[config.mk]
export PLATFORM = sky130hd
export DESIGN_NAME = corr_seq_ctrl_flat
export DESIGN_NICKNAME = d
export VERILOG_FILES = /design/src/rtl/corr_seq_ctrl_if.sv /design/src/rtl/corr_seq_ctrl.sv /design/src/flat_wrapper.sv
export SDC_FILE = /design/constraint.sdc
export NUM_CORES = 1
export LEC_CHECK = 0
export ABC_AREA = 1
export ABC_CLOCK_PERIOD_IN_PS = 2200
export CAP_MARGIN = 40
export CORE_MARGIN = 2
export CORE_UTILIZATION = 30
export CTS_CLUSTER_SIZE = 14
export DETAILED_ROUTE_END_ITERATION = 16
export SLEW_MARGIN = 30
export SYNTH_ARGS = -nofsm -noshare
export SYNTH_HDL_FRONTEND = slang
export SYNTH_SLANG_ARGS = --single-unit
[constraint.sdc]
create_clock -name clk -period 2.2 [get_ports clk]
set_clock_uncertainty 0.05 [all_clocks]
set_input_delay 0.44 -clock clk [delete_from_list [all_inputs] [get_ports clk]]
set_output_delay 0.44 -clock clk [all_outputs]
set_load 0.005 [all_outputs]
[src/rtl/corr_seq_ctrl_if.sv]
// Control/status bundle between the correlator sequencer and its surroundings.
// master drives start/abort/config/strobes; slave is the sequencer itself.
interface corr_seq_ctrl_if #(
  parameter int unsigned NSAMP_W = 16
) ();
  logic               start;
  logic               abort;
  logic [NSAMP_W-1:0] cfg_nsamp;
  logic               smp_valid;
  logic               sin;
  logic               acc_clr;
  logic               acc_en;
  logic [7:0]         lag_idx;
  logic               dump_req;
  logic               dump_ack;
  logic               busy;
  logic [15:0]        drop_cnt;

  modport master (
    output start, abort, cfg_nsamp, smp_valid, dump_ack,
    input  sin, acc_clr, acc_en, lag_idx, dump_req, busy, drop_cnt
  );

  modport slave (
    input  start, abort, cfg_nsamp, smp_valid, dump_ack,
    output sin, acc_clr, acc_en, lag_idx, dump_req, busy, drop_cnt
  );
endinterface

[src/rtl/corr_seq_ctrl.sv]
// Correlator sequencer: gates ADC strobes into delay-line syncs, drives lag/accumulate
// timing and the dump handshake. Define CORR_CONT_EN for continuous (re-arming) mode.
module corr_seq_ctrl #(
  parameter int unsigned NLAG      = 256,
  parameter int unsigned SWEEP_LEN = 258,
  parameter int unsigned LAG_OFS   = 2,
  parameter int unsigned NSAMP_W   = 16
) (
  input logic            clk,
  input logic            rst_n,
  corr_seq_ctrl_if.slave bus
);

  localparam int unsigned TW = $clog2(SWEEP_LEN);

  typedef enum logic [2:0] {StIdle, StClr, StWait, StSweep, StDump} state_e;

  state_e             state_q;
  logic [NSAMP_W-1:0] nsamp_q, cnt_q;
  logic [TW-1:0]      tmr_q;
  logic [15:0]        drop_q;
  logic               sin_q, acc_clr_q, acc_en_q, dump_req_q, busy_q;
  logic [7:0]         lag_q;

  logic [TW-1:0] tmr_dec;
  logic          tmr_zero, last_smp, accept, acc_win;
  logic [7:0]    lag_win;
  int            el;

  assign tmr_dec  = tmr_q - 1'b1;
  assign tmr_zero = (tmr_q == '0);
  assign last_smp = (cnt_q == nsamp_q);
  // The timer==0 clock of a sweep behaves like WAIT for a new strobe.
  assign accept   = bus.smp_valid && !bus.abort &&
                    ((state_q == StWait) || (state_q == StSweep && tmr_zero && !last_smp));

  // Clocks elapsed since the sin clock, as seen in the clock after this one.
  always_comb begin
    el      = int'(SWEEP_LEN) - 1 - int'(tmr_dec);
    acc_win = (el >= int'(LAG_OFS)) && (el < int'(LAG_OFS) + int'(NLAG));
    lag_win = 8'(el - int'(LAG_OFS));
  end

  always_ff @(posedge clk or negedge rst_n) begin
    if (!rst_n) begin
      state_q    <= StIdle;
      nsamp_q    <= '0;
      cnt_q      <= '0;
      tmr_q      <= '0;
      drop_q     <= '0;
      sin_q      <= 1'b0;
      acc_clr_q  <= 1'b0;
      acc_en_q   <= 1'b0;
      lag_q      <= '0;
      dump_req_q <= 1'b0;
      busy_q     <= 1'b0;
    end else begin
      sin_q     <= 1'b0;
      acc_clr_q <= 1'b0;
      acc_en_q  <= 1'b0;
      case (state_q)
        StIdle: begin
          if (bus.start) begin
            nsamp_q   <= (bus.cfg_nsamp == '0) ? NSAMP_W'(1) : bus.cfg_nsamp;
            cnt_q     <= '0;
            drop_q    <= '0;
            acc_clr_q <= 1'b1;
            busy_q    <= 1'b1;
            state_q   <= StClr;
          end
        end
        StClr: begin
          state_q <= bus.abort ? StIdle : StWait;
          busy_q  <= !bus.abort;
        end
        StWait: begin
          if (bus.abort) begin
            state_q <= StIdle;
            busy_q  <= 1'b0;
          end
        end
        StSweep: begin
          if (bus.abort) begin
            state_q <= StIdle;
            busy_q  <= 1'b0;
          end else if (tmr_zero) begin
            if (last_smp) begin
              state_q    <= StDump;
              dump_req_q <= 1'b1;
            end else begin
              state_q <= StWait;
            end
          end else begin
            tmr_q    <= tmr_dec;
            acc_en_q <= acc_win;
            if (acc_win) lag_q <= lag_win;
            if (bus.smp_valid && drop_q != 16'hFFFF) drop_q <= drop_q + 1'b1;
          end
        end
        StDump: begin
`ifdef CORR_CONT_EN
          if (bus.abort) begin
            state_q    <= StIdle;
            dump_req_q <= 1'b0;
            busy_q     <= 1'b0;
          end else if (bus.dump_ack) begin
            state_q    <= StClr;
            dump_req_q <= 1'b0;
            acc_clr_q  <= 1'b1;
            cnt_q      <= '0;
          end
`else
          if (bus.dump_ack) begin
            state_q    <= StIdle;
            dump_req_q <= 1'b0;
            busy_q     <= 1'b0;
          end
`endif
        end
        default: state_q <= StIdle;
      endcase
      // Accepted strobe overrides the sweep-end WAIT transition above.
      if (accept) begin
        sin_q    <= 1'b1;
        cnt_q    <= cnt_q + 1'b1;
        tmr_q    <= TW'(SWEEP_LEN - 1);
        state_q  <= StSweep;
        acc_en_q <= (LAG_OFS == 0);
        if (LAG_OFS == 0) lag_q <= '0;
      end
    end
  end

  assign bus.sin      = sin_q;
  assign bus.acc_clr  = acc_clr_q;
  assign bus.acc_en   = acc_en_q;
  assign bus.lag_idx  = lag_q;
  assign bus.dump_req = dump_req_q;
  assign bus.busy     = busy_q;
  assign bus.drop_cnt = drop_q;

endmodule

[src/flat_wrapper.sv]
// flat-port wrapper written by rule: the top's interface ports become plain ports
module corr_seq_ctrl_flat 
#(
  parameter int unsigned NLAG      = 256,
  parameter int unsigned SWEEP_LEN = 258,
  parameter int unsigned LAG_OFS   = 2,
  parameter int unsigned NSAMP_W   = 16
)
  (clk, rst_n, bus_start, bus_abort, bus_cfg_nsamp, bus_smp_valid, bus_dump_ack, bus_sin, bus_acc_clr, bus_acc_en, bus_lag_idx, bus_dump_req, bus_busy, bus_drop_cnt);
  corr_seq_ctrl_if #(.NSAMP_W(NSAMP_W)) bus_i ();
  input logic clk;
  input logic rst_n;
  input wire logic [$bits(bus_i.start)-1:0] bus_start;
  input wire logic [$bits(bus_i.abort)-1:0] bus_abort;
  input wire logic [$bits(bus_i.cfg_nsamp)-1:0] bus_cfg_nsamp;
  input wire logic [$bits(bus_i.smp_valid)-1:0] bus_smp_valid;
  input wire logic [$bits(bus_i.dump_ack)-1:0] bus_dump_ack;
  output wire logic [$bits(bus_i.sin)-1:0] bus_sin;
  output wire logic [$bits(bus_i.acc_clr)-1:0] bus_acc_clr;
  output wire logic [$bits(bus_i.acc_en)-1:0] bus_acc_en;
  output wire logic [$bits(bus_i.lag_idx)-1:0] bus_lag_idx;
  output wire logic [$bits(bus_i.dump_req)-1:0] bus_dump_req;
  output wire logic [$bits(bus_i.busy)-1:0] bus_busy;
  output wire logic [$bits(bus_i.drop_cnt)-1:0] bus_drop_cnt;
  assign bus_i.start = bus_start;
  assign bus_i.abort = bus_abort;
  assign bus_i.cfg_nsamp = bus_cfg_nsamp;
  assign bus_i.smp_valid = bus_smp_valid;
  assign bus_i.dump_ack = bus_dump_ack;
  assign bus_sin = bus_i.sin;
  assign bus_acc_clr = bus_i.acc_clr;
  assign bus_acc_en = bus_i.acc_en;
  assign bus_lag_idx = bus_i.lag_idx;
  assign bus_dump_req = bus_i.dump_req;
  assign bus_busy = bus_i.busy;
  assign bus_drop_cnt = bus_i.drop_cnt;
  corr_seq_ctrl #(.NLAG(NLAG), .SWEEP_LEN(SWEEP_LEN), .LAG_OFS(LAG_OFS), .NSAMP_W(NSAMP_W)) u_core (.clk(clk), .rst_n(rst_n), .bus(bus_i));
endmodule
==> metrics.md <==
| Metric | Value |
|---|---|
| Vias in the first global route | `a little under 4000` |
| Worst r2r path cells | `18` |
| Synth Cell Area | `4410 sq um` |
| XOR/XNOR share of the synthesized area | `0.0656` |
| Synthesized Nets | `609` |
| Origin of the worst setup path | `u_core.tmr_q[0]$_DFFE_PN0P_` |
| Die area | `between 15000 and 20000 sq um` |
| Max cap viols | `0` |
| P_leak | `~2.7 nW` |
| CP Data Required Time | `2380 ps` |
| Core Area | `14400 sq um` |
| Synthesis-to-layout area growth | `37.5%` |
| Seq cells post-synth | `73` |
| Clk sinks | `73` |
| Setup ws final | `-59.3 ps` |
| Critical Path End | `u_core.bus.lag_idx[4]$_DFFE_PN0P_` |
| Netlist cell types | `38` |
| HPWL Detailed | `between 7 and 8 mm` |
| Data arrival, critical path | `2440 ps` |
| Endpoints failing setup | `9` |
| Port-buffer cells | `50` |
| Largest net degree at the start of global routing | `42` |
| CTS tree | `built` |
| Root buffer cell | `clkbuf_16` |
| Storage cell area | `about 1800 sq um` |
| Register area share after synthesis | `0.415` |
| Total track usage | `0.139` |
| Initial antenna violation count | `0` |
| Htree depth | `3` |
| Ports | `between 50 and 60` |
| Multi-input logic area | `about 2500 sq um` |
| Compound-Gate Fraction of Synth Area | `0.0690` |
| DRT Pass-1 Iters | `6` |
| DR iter-0 viols | `approximately 190` |
| Commonest non-fill, non-tap cell in the layout | `nand2_1` |
| GRT overflow | `0` |
| CTS Buffer Depth | `2` |
| RSZ-0062 raised after global routing | `yes` |
| Fin. max-slew vios | `0` |
| Total CTS buffers | `9` |
| Synth warn | `0` |
| Row cnt | `44` |
| Cells after synthesis | `581` |
| Final wirelength | `11.0 mm` |
| Max IR drop VDD | `0.000605 V` |
| Max Clk Rate | `between 400 and 500 MHz` |
| R2r setup slk | `-60 ps` |
| CP Max Fanout | `5` |
| Worst slew margin | `0.627` |
| Starting Density | `0.305` |
| NumNets Final | `700` |
| Syn_area_per_cell | `between 7 and 8 sq um` |
| Setup crit end kind | `flip-flop` |
| Chip width | `~130 um` |
| Die Y | `125 um` |
| DP Area | `roughly 5300 sq um` |
| Dpl cells | `about 830` |
| Synth Area in Adders | `0.0170` |
| Worst min path class | `in -> async` |
| Largest family of logic cells by synthesized area | `simple AND/OR/NAND/NOR gates` |
| Most frequent cells in the layout | `176 x nand2_1, 73 x dfrtp_1, 49 x clkdlybuf4s50_1` |
| Non-Filler Instances | `about 860` |
| Pre-CTS worst setup slack | `-52.6 ps` |
| Mean routed wirelength per cell | `approximately 13 um` |
| Crit share post-route | `1.03` |
| Min Clock Period, post-route | `between 2000 and 2500 ps` |
| Worst Tran Pin Value | `560 ps` |
| # DRC | `0` |
| Failing checks | `negative setup slack` |
| Overall via count from detail_route | `roughly 4000` |
| FF-to-FF End | `u_core.bus.lag_idx[4]$_DFFE_PN0P_` |
| Filler Cell Count | `roughly 1500` |
| # hold bufs at CTS | `0` |
| Clk_lat worst skew | `340 ps` |
| Outcome | `finished, violations left` |
| Design area | `between 6000 and 7000 sq um` |
| Crit path launch type | `flip-flop` |
| Layout cells sized above 1 | `0.214` |
| Final ANT Viol Nets | `0` |
| Ant diodes | `0` |
| WS Path Type | `reg -> reg` |
| Pwr/cell area | `1270 nW/um^2` |
| Vias/cell | `4.69` |
| Mux cell area share after synthesis | `0` |
| Final hold vios | `0` |
| Simple-gate share of the synthesized area | `0.371` |
| Global-route wire length before repair | `about 18 mm` |
| Clock-pin slew on the worst setup and hold paths | `roughly 60 ps` |
| Worst R2R Start | `u_core.tmr_q[0]$_DFFE_PN0P_` |
| Placer Congestion | `0.875` |
==> how the worst min path moves through the flow <==
stage,end,cells past startpoint
after CTS,u_core.cnt_q[10]$_DFFE_PN0P_,1
after global routing,u_core.tmr_q[2]$_DFFE_PN0P_,1
after floorplan,u_core.bus.acc_clr$_DFF_PN0_,0
final,u_core.cnt_q[10]$_DFFE_PN0P_,1
after global placement,u_core.bus.lag_idx[6]$_DFFE_PN0P_,2
after detailed placement,u_core.bus.lag_idx[0]$_DFFE_PN0P_,2
==> report_power, final <==
| group | internal, W | total (W) | leakage, nW | switching, W |
|---|---|---|---|---|
| registers | 0.00167 | 0.00195 | 0.966 | 0.000278 |
| logic | 0.00171 | 0.00413 | 1.54 | 0.00242 |
| clock network | 0.000992 | 0.00159 | 0.155 | 0.000598 |
| total | 0.00438 | 0.00768 | 2.66 | 0.00330 |
==> critical path, stage by stage, from the launching register on <==
cell	delay [ps]
dfrtp_1	400
inv_4	70
ha_4	150
inv_2	40
nand2_2	40
nand2_2	60
inv_2	80
ha_4	150
nand3_4	90
nor2_4	200
nand3_2	120
nand2_2	70
nand2_2	60
nor2_2	110
nand2_2	90
nand2_4	110
nand3_4	110
nand2_1	80
nand2_1	50
==> stage by stage <==
step	setup TNS, ps	total power (W)	util	hold slack (ps)
after global routing	-3410	0.00827	0.420	80.7
final	-273	0.00768	0.420	46.5
after floorplan	0	0.00443	-	94.4
after detailed placement	-358	0.00545	0.367	418
after global placement	0	0.00538	0.367	405
after CTS	0	0.00741	0.398	60.5
==> final cells by class <==
class                   count  share of cell area
multi-input cells         442               0.420
flip-flops and latches     73               0.302
repair buffers             88               0.149
inverters                  58              0.0388
well taps                 184              0.0380
clock buffers               9              0.0372
clock inverters             7              0.0157
==> Yosys cell counts <==
cell type  number  area, sq um
o31ai_2         1         12.5
o211ai_1        1         7.51
nor3_1          5         25.0
nand2_4         5         56.3
inv_2          13         48.8
a41oi_1         1         8.76
a21oi_4         1         16.3
nand4_2         1         12.5
a211oi_1        1         7.51
inv_4           1         6.26
buf_6           1         11.3
o21ai_0        23          115
a2bb2oi_1       1         8.76
inv_1          43          161
clkinv_1        1         3.75
xor2_1         16          140
nand3_1        40          200
nor4_1          6         37.5
o2111ai_1       1         8.76
nand3_2         4         40.0
o21bai_1        1         7.51
nor2_2          7         43.8
ha_1            6         75.1
nand3_4         1         17.5
a21oi_2         1         8.76
dfrtp_1        73         1830
nor2_1         49          184
o21ai_1         4         20.0
clkbuf_1        4         15.0
nor2_4          7         78.8
or2_2           4         25.0
xnor2_1        17          149
nand2_1       185          694
buf_2           6         30.0
o22ai_1         6         37.5
nand4_1        25          156
a21oi_1         9         45.0
nand2_2        10         62.6
==> state kept, by name (all words and copies together), names as in the netlist <==
name and cells:
u_core.nsamp_q 16, u_core.bus.drop_cnt 16, u_core.bus.acc_en 1, u_core.bus.dump_req 1, u_core.bus.acc_clr 1, u_core.bus.sin 1
u_core.cnt_q 16, u_core.tmr_q 9, u_core.bus.lag_idx 8, u_core.state_q 3, u_core.bus.busy 1
==> cell families (layout without fill, tap and decap cells) <==
| family | after synthesis | after routing |
|---|---|---|
| xor gates and xnor gates | 33 | 33 |
| AOI/OAI and AO/OA | 51 | 51 |
| adders and majority gates | 6 | 6 |
| DFF | 73 | 73 |
| and+or+nand+nor | 349 | 352 |
| buffers and inverters | 69 | 162 |
==> routing by layer <==
metal | global-route usage | routed length [um] | vias to the layer above
met3 | 0.0419 | 442 | 13
met4 | 0.0451 | 170 | 0
met1 | 0.183 | 5240 | 1895
met5 | 0 | 0 | -
li1 | - | - | 2067
met2 | 0.221 | 5150 | 67
==> repair_timing <==
action	CTS	global route
cloned	3	3
setup endpoints to repair	9	46
buffers inserted	6	9
pin swaps	12	27
gates resized for setup	9	45
(Power assumes the default switching activity.)
